<file path="src/rtl/uart_pkg.sv">
// uart_pkg: receiver state encoding and parity mode constants shared by the UART receiver
package uart_pkg;

   typedef enum logic [2:0] {
      ST_IDLE   = 3'd0,
      ST_START  = 3'd1,
      ST_DATA   = 3'd2,
      ST_PARITY = 3'd3,
      ST_STOP   = 3'd4
   } uart_rx_state_t;

   localparam int PARITY_NONE = 0;
   localparam int PARITY_ODD  = 1;
   localparam int PARITY_EVEN = 2;

endpackage

</file>
<file path="src/rtl/sync_fifo.sv">
// sync_fifo: first-word-fall-through FIFO; a push at full is accepted only alongside a pop
module sync_fifo #(
   parameter int WIDTH = 10,
   parameter int DEPTH = 4
) (
   input  logic                           clk,
   input  logic                           reset_n,
   input  logic                           i_push,
   input  logic                           i_pop,
   input  logic [WIDTH-1:0]               i_data,
   output logic [WIDTH-1:0]               o_data,
   output logic                           o_full,
   output logic                           o_empty,
   output logic [$clog2(DEPTH+1)-1:0]     o_count
);
   localparam int PW = $clog2(DEPTH);
   localparam int CW = $clog2(DEPTH + 1);

   logic [WIDTH-1:0] r_mem [DEPTH];
   logic [PW-1:0]    r_wptr, r_rptr;
   logic [CW-1:0]    r_count;
   logic             w_push, w_pop;

   assign o_full  = r_count == CW'(DEPTH);
   assign o_empty = r_count == '0;
   assign w_pop   = i_pop && !o_empty;
   assign w_push  = i_push && (!o_full || w_pop);
   assign o_data  = r_mem[r_rptr];
   assign o_count = r_count;

   always_ff @(posedge clk or negedge reset_n)
      if (!reset_n) begin
         for (int i = 0; i < DEPTH; i++) r_mem[i] <= '0;
         r_wptr  <= '0;
         r_rptr  <= '0;
         r_count <= '0;
      end else begin
         if (w_push) begin
            r_mem[r_wptr] <= i_data;
            r_wptr        <= r_wptr + PW'(1);
         end
         if (w_pop) r_rptr <= r_rptr + PW'(1);
         r_count <= r_count + CW'(w_push) - CW'(w_pop);
      end

endmodule

</file>
<file path="src/rtl/uart_rx_param.sv">
// uart_rx_param: oversampled UART receiver with input synchroniser, start-glitch rejection,
// per-word parity/framing flags and a receive FIFO with sticky overrun
module uart_rx_param
   import uart_pkg::*;
#(
   parameter int OVERSAMPLE = 8,
   parameter int DATA_BITS  = 8,
   parameter int PARITY     = 0,
   parameter int STOP_BITS  = 1,
   parameter int FIFO_DEPTH = 4
) (
   input  logic                              clk,
   input  logic                              reset_n,
   input  logic                              rx,
   input  logic                              rd_en,
   input  logic                              clr_overrun,
   output logic [DATA_BITS-1:0]              rd_data,
   output logic                              rd_valid,
   output logic                              rd_parity_err,
   output logic                              rd_frame_err,
   output logic                              overrun,
   output logic [$clog2(FIFO_DEPTH+1)-1:0]   fifo_count
);
   localparam int             CW     = $clog2(OVERSAMPLE);
   localparam logic [CW-1:0]  C_LAST = CW'(OVERSAMPLE - 1);
   localparam logic [CW-1:0]  C_HALF = CW'(OVERSAMPLE / 2 - 1);
   localparam logic [2:0]     B_LAST = 3'(DATA_BITS - 1);
   localparam logic           S_LAST = STOP_BITS == 2;

   uart_rx_state_t         r_state;
   logic                   r_sync1, r_sync2, r_armed, r_par_err, r_frame_err, r_stop, r_overrun;
   logic [CW-1:0]          r_cnt;
   logic [2:0]             r_bit;
   logic [DATA_BITS-1:0]   r_shift;
   logic                   w_rx_s, w_tick, w_push, w_full, w_empty, w_drop, w_par_x;
   logic [DATA_BITS+1:0]   w_head;

   assign w_rx_s  = r_sync2;
   assign w_tick  = r_cnt == ((r_state == ST_START) ? C_HALF : C_LAST);
   assign w_push  = (r_state == ST_STOP) && w_tick && (r_stop == S_LAST);
   assign w_drop  = w_push && w_full && !rd_en;
   assign w_par_x = ^r_shift ^ w_rx_s;

   // armed tracks "line seen idle since reset or since the last frame ended"
   always_ff @(posedge clk or negedge reset_n)
      if (!reset_n) begin
         r_sync1     <= 1'b1;
         r_sync2     <= 1'b1;
         r_armed     <= 1'b0;
         r_state     <= ST_IDLE;
         r_cnt       <= '0;
         r_bit       <= '0;
         r_stop      <= 1'b0;
         r_shift     <= '0;
         r_par_err   <= 1'b0;
         r_frame_err <= 1'b0;
         r_overrun   <= 1'b0;
      end else begin
         r_sync1   <= rx;
         r_sync2   <= r_sync1;
         r_armed   <= w_push ? 1'b0 : (r_armed | w_rx_s);
         r_overrun <= w_drop ? 1'b1 : (clr_overrun ? 1'b0 : r_overrun);
         r_cnt     <= (r_state == ST_IDLE || w_tick) ? '0 : r_cnt + CW'(1);
         case (r_state)
            ST_IDLE:
               if (r_armed && !w_rx_s) begin
                  r_state     <= ST_START;
                  r_par_err   <= 1'b0;
                  r_frame_err <= 1'b0;
               end
            ST_START:
               if (w_tick) begin
                  r_state <= w_rx_s ? ST_IDLE : ST_DATA;
                  r_bit   <= '0;
               end
            ST_DATA:
               if (w_tick) begin
                  r_shift <= {w_rx_s, r_shift[DATA_BITS-1:1]};
                  r_bit   <= r_bit + 3'd1;
                  r_stop  <= 1'b0;
                  if (r_bit == B_LAST) r_state <= (PARITY != PARITY_NONE) ? ST_PARITY : ST_STOP;
               end
            ST_PARITY:
               if (w_tick) begin
                  r_par_err <= (PARITY == PARITY_EVEN) ? w_par_x : (PARITY == PARITY_ODD) && !w_par_x;
                  r_state   <= ST_STOP;
               end
            ST_STOP:
               if (w_tick) begin
                  r_frame_err <= r_frame_err | !w_rx_s;
                  r_stop      <= ~r_stop;
                  if (r_stop == S_LAST) r_state <= ST_IDLE;
               end
            default: r_state <= ST_IDLE;
         endcase
      end

   sync_fifo #(
      .WIDTH (DATA_BITS + 2),
      .DEPTH (FIFO_DEPTH)
   ) u_fifo (
      .clk     (clk),
      .reset_n (reset_n),
      .i_push  (w_push),
      .i_pop   (rd_en),
      .i_data  ({r_frame_err | !w_rx_s, r_par_err, r_shift}),
      .o_data  (w_head),
      .o_full  (w_full),
      .o_empty (w_empty),
      .o_count (fifo_count)
   );

   assign {rd_frame_err, rd_parity_err, rd_data} = w_head;
   assign rd_valid = !w_empty;
   assign overrun  = r_overrun;

endmodule
</file>
<file path="config.mk">
export PLATFORM = sky130hd
export DESIGN_NAME = uart_rx_param
export DESIGN_NICKNAME = d
export VERILOG_FILES = /design/src/rtl/uart_pkg.sv /design/src/rtl/sync_fifo.sv /design/src/rtl/uart_rx_param.sv
export SDC_FILE = /design/constraint.sdc
export NUM_CORES = 1
export LEC_CHECK = 0
export CAP_MARGIN = 10
export CELL_PAD_IN_SITES_DETAIL_PLACEMENT = 0
export CELL_PAD_IN_SITES_GLOBAL_PLACEMENT = 1
export CORE_UTILIZATION = 45
export CTS_BUF_LIST = sky130_fd_sc_hd__clkbuf_16
export CTS_CLUSTER_SIZE = 12
export DETAILED_ROUTE_END_ITERATION = 10
export GPL_TIMING_DRIVEN = 0
export PLACE_DENSITY = 0.84
export SLEW_MARGIN = 20
export SYNTH_ARGS = -nofsm -noshare
export SYNTH_HDL_FRONTEND = slang
export SYNTH_SLANG_ARGS = --single-unit
</file>
<file path="constraint.sdc">
create_clock -name clk -period 3.02 [get_ports clk]
set_input_delay 0.453 -clock clk [delete_from_list [all_inputs] [get_ports clk]]
set_output_delay 0.453 -clock clk [all_outputs]
set_load 0.005 [all_outputs]
</file>
* After elaboration in Yosys (flattened, before gate mapping)
Cells that the tools add are included. W data, S select, Z words.
Cells by class: $lt $le $gt $ge 3, multiplexer cells 30, equality and inequality tests 14, bitwise gates (word level) 5, add/subtract/negate cells 6, reduce and logical (&&, ||, !) cells 27
Operator list (count):
- $bwmux W40 | 1
- $mux W3 | 11
- $mux W10 | 3
- $bmux W10 S2 | 1
- $demux W10 S2 | 1
- $pmux W3 S5 | 1
- $ne A2 B2 Y1 const B | 6
- $reduce_and A3 Y1 | 4
- $reduce_bool A2 Y1 | 5
- $eq A3 B3 Y1 const B | 3
- $logic_and A1 B1 Y1 | 8
- $mux W1 | 7
- $reduce_and A7 Y1 | 1
- $add A3 B1 Y3 const B | 2
- $eq A3 B2 Y1 const B | 2
- $ge A3 B3 Y1 const B | 2
- $logic_not A3 Y1 | 2
- $not A2 Y3 | 2
- $pmux W1 S2 | 3
- $pmux W3 S2 | 1
- $add A2 B1 Y2 const B | 2
- $logic_not A1 Y1 | 4
- $add A3 B1 Y3 | 1
- $eq A3 B1 Y1 const B | 1
- 9 further kinds | 11
Word-level totals: input port bits 5, word-level logic and storage cells 103, output and inout port bits 15, register bits 71

* Depth between registers and ports, before layout
word-level depth 8, mapped depth 8, gate-level depth less buffers 8

* Modules after synthesis
A second synthesis with hierarchy kept.
Second synthesis, totals: cells, all modules 230, area, all modules 3263.1 um2
By module, submodules not included:
- sync_fifo | seq. area each 1176.1 um2, cells each 132, instances 1, area each 2127.0 um2
- uart_rx_param | seq. area each 578.1 um2, cells each 98, instances 1, area each 1136.1 um2

* Least setup slack after synthesis
Ideal clock, no wire load.
path kind register to register, from reg u_fifo.r_count[1] (netlist: u_fifo.o_count[1]), to reg u_fifo.r_count[2] (netlist: u_fifo.o_count[2]), required time 2.897 ns, path slack 0.812 ns, clock period less this slack 2.208 ns, buffers on the path 0, data arrival time 2.086 ns, stages on the path, launching flop included 9, setup time 0.123 ns, cells stage by stage dfrtp_1 or3_1 and2_1 ha_1 inv_1 ha_1 fa_1 xnor2_1 xnor2_1
On the way: word-level cells in the longest chain between the ends 7, elaborated cells between the ends (all ways) 9, those cells by class add/sub (2); eq/ne (1); reduce/logical (6)
RTL lines:
- start: declaration | line sync_fifo.sv:21 | logic [CW-1:0] r_count;
- start signal: assignment | line sync_fifo.sv:43 | r_count <= r_count + CW'(w_push) - CW'(w_pop);
- $logic_not A3 Y1 (*) | line sync_fifo.sv:25 | assign o_empty = r_count == '0;
- $logic_not A1 Y1 (*)
- named net rd_valid | line uart_rx_param.sv:18 | output logic rd_valid,
- $logic_and A1 B1 Y1 (*) | line sync_fifo.sv:26 | assign w_pop = i_pop && !o_empty;
- named net u_fifo.w_pop | line sync_fifo.sv:22 | logic w_push, w_pop;
- $logic_or A1 B1 Y1 | line sync_fifo.sv:27 | assign w_push = i_push && (!o_full || w_pop);
- $logic_and A1 B1 Y1 | line sync_fifo.sv:27
- $add A3 B1 Y3 | line sync_fifo.sv:43
- $sub A3 B1 Y3 (*) | line sync_fifo.sv:43
The timed path passes the listed nets; every way through them passes the cells marked *. A chain may end at the register's enable or synchronous reset.

* Worst setup path after layout
from reg u_fifo.r_rptr[0], to out rd_data[7]
On the way: word-level cells in the longest chain between the ends 4
RTL lines:
- start: declaration | line sync_fifo.sv:20 | logic [PW-1:0] r_wptr, r_rptr;
- start signal: assignment | line sync_fifo.sv:42 | if (w_pop) r_rptr <= r_rptr + PW'(1);
- $not A2 Y3 (implied by the code) | line sync_fifo.sv:28 | assign o_data = r_mem[r_rptr];
- $bmux W10 S2 | line sync_fifo.sv:28
- $mux W10 (implied by the code) (2 in a row) | line sync_fifo.sv:28
- end: declaration | line uart_rx_param.sv:17 | output logic [DATA_BITS-1:0] rd_data,
No other way between the ends. The select of a mux whose other input is x is not followed.

==> results.cfg <==
[job]
drv_cap = 0

[synth]
syn_inst = 213
syn-num-nets = 228
avgSynthCellArea_um2 = 14.2
synth.distinct_cells = 40
yosys_warnings = 0
synth_flop_cell = dfrtp_1
yosysSeqAreaShare_pct = 54.6
netlist_area_mm2 = 0.00303
async_flop_share_pct = 100
ys_seq_elements = 66
synth_edf_count = 0

[timing]
setup_viol = 0
slew_headroom_pct = 45.6
fin_skew_ns = 0.00500
fin_crit_ns = 2.86
hold_violations = 0
worst_slack_ns = 0.156
worst_pin_slew_ns = 0.816
slew_viol_final = 0
rsz0062_at_grt = no
timing.hold.ws_ns = 0.0583
fmax_ghz = 0.349
min_period_over_period_pct = 94.8

[critical_path]
worstSetupStartpointType = flip-flop
r2r-start = r_state[0]$_DFFE_PN0P_
crit_start = u_fifo.r_rptr[0]$_DFFE_PN0P_
cp_cell_sequence = buf_1, mux4_2, clkdlybuf4s50_1
arrival_ns = 2.41
end_kind = output port
critPathMaxFanout = 10
crit_buf_inv = 2
max_stage_delay_ns = 0.63
cp_data_required_time_ns = 2.57
critPathTopFamily = buffers and inverters
crit_type = reg -> out
worst_path_max_delay_cell = buf_1

[global_routing]
overflow = 0
grt_first_pass_wirelength_um = 9360
grt_antenna_before_repair = 0
grt_max_degree = 37
grt_pass1_vias = 1944
grt_usage_pct = 17.3

[floorplan]
die_h_um = 84.1
die_x_um = 84.1
ios = 20
core_mm2 = 0.00642
rows = 29
die-area_mm2 = 0.00707
start_util_pct = 47.2

[placed_design]
place_ws_ns = 0.229
place.detailed.hpwl_um = 3430
dp.cells = 309
place_area_mm2 = 0.00332
gp_congestion = 0.768
io_buffers = 18

[power]
max-vdd-ir-drop_mv = 0.353
clockPowerShare_pct = 43.9
combPwrFrac_pct = 17.6
p_sw_share_pct = 24.9
p_leak_nw = 1.78
power_density_mw_per_mm2 = 718
seqPwrFrac_pct = 38.5
intPower_mw = 1.97
p_sw_mw = 0.655

[finish]
finalNonFillerCells = 324
fin_nets = 258
final_common_cell = dfrtp_1
fillCellCount = 516
drive_gt1_share_pct = 30.8
multi_input_area_mm2 = 0.00130
area_growth_pct = 20.6
final_cell_mix = dfrtp_1, mux2_2, clkdlybuf4s50_1, inv_1, nor2_1
seq_area_mm2 = 0.00165
diodes = 0
final_area_mm2 = 0.00366

[clocking]
clk_latency_ns = 0.32
cts_hold_buf = 0
clock_path_buffers = 2
post_cts_resized = 0
h-tree-depth = 3
cts-buffers-inserted = 9
root_buffer = clkbuf_16
cts.sinks = 66
cts_tree = built
post_cts_buffers = 0
clk_pin_slew_worst_paths_ns = 0.05

[route]
final_antenna_net_count = 0
drc = 4
post_drt_wl_per_cell_um = 16.2
drt_pass1_iterations = 7
wl_um = 5250
via_per_inst = 5.57
drt_iter0_markers = 83
vias = 1804

[hold_path]
hold_class = in -> async

[status]
violations = design-rule violations
status = complete, but fails checks
final cells by class:
class	count	share of cell area [%]
sequential	66	45.2
multi-input combinational	129	35.6
clock buffer	9	6.16
timing repair buffer	19	5.41
clock inverter	6	2.91
tap	77	2.64
inverter	11	1.13
buffer	7	0.924
synthesized netlist by cell type (all sizes together) (3+ instances only):
library cell  count  area share (%)
nand4             3            0.62
o21ai             7             1.2
xnor2             5             1.4
buf               3            0.62
mux4              9             6.7
nand2             9             2.1
nor3              4             1.0
nor3b             3            0.74
mux2             45              18
inv              11             1.4
ha                9             3.7
a21oi             3            0.50
dfrtp            64              53
nor2             10             1.2
clkbuf            4            0.50
cell families after synthesis:
| logic type | Yosys count | share of synthesized area (%) |
|---|---|---|
| other | 1 | 0.124 |
| DFF | 66 | 54.6 |
| muxes | 54 | 24.3 |
| and+or+nand+nor | 40 | 8.51 |
| AOI/OAI and AO/OA | 18 | 3.92 |
| xor gates and xnor gates | 6 | 1.73 |
| buffers and inverters | 18 | 2.48 |
| adders and majority gates | 10 | 4.38 |
worst paths after layout:
check                                               endpoint  slack, ns  cells after the start
worst max-delay path                              rd_data[7]       0.16                      3
worst min-delay path                    r_bit[2]$_DFFE_PN0P_       0.06                      1
worst max register to register   u_fifo.o_count[1]$_DFF_PN0_       0.67                      4
worst min register to register             r_sync2$_DFF_PN1_       0.35                      0
max in group asynchronous       u_fifo.r_wptr[1]$_DFFE_PN0P_       2.44                      2
min in group clk                           r_sync2$_DFF_PN1_       0.35                      0
routing by layer:
layer / GRT usage (%) / vias to the layer above / routed length (um) / part of all wire, %
met3: 2.57 / 10 / 123 / 2.3
met4: 10.7 / 0 / 106 / 2.0
met1: 22.1 / 929 / 2440 / 46
li1: - / 833 / - / -
met2: 27.9 / 32 / 2580 / 49
met5: 0 / - / 0 / 0
power groups by stage:
stage | Combinational, mW | Clock [mW] | Sequential, mW
floorplan | 0.321 | 0 | 1.02
global placement | 0.456 | 0 | 1.02
detailed placement | 0.465 | 0 | 1.02
CTS | 0.469 | 1.18 | 1.01
global route | 0.512 | 1.21 | 1.02
finish | 0.462 | 1.15 | 1.01
sequential cells by signal (all words and copies together) (netlist names):
| register | cells |
|---|---|
| r_bit | 3 |
| r_shift | 8 |
| r_state | 3 |
| r_frame_err | 1 |
| u_fifo.o_count | 3 |
| r_armed | 1 |
| u_fifo.r_rptr | 2 |
| u_fifo.r_mem | 36 |
| r_cnt | 3 |
| u_fifo.r_wptr | 2 |
| r_sync2 | 1 |
| r_sync1 | 1 |
| overrun | 1 |
| r_stop | 1 |
stage by stage:
stage | setup TNS (ns) | power (mW) | util, %
after floorplan | 0 | 1.34 | -
after global placement | -44.55 | 1.48 | 51.5
after detailed placement | 0 | 1.49 | 51.8
after CTS | 0 | 2.66 | 56.9
after global routing | 0 | 2.74 | 56.9
final | 0 | 2.63 | 56.9
(Power assumes the default switching activity.)
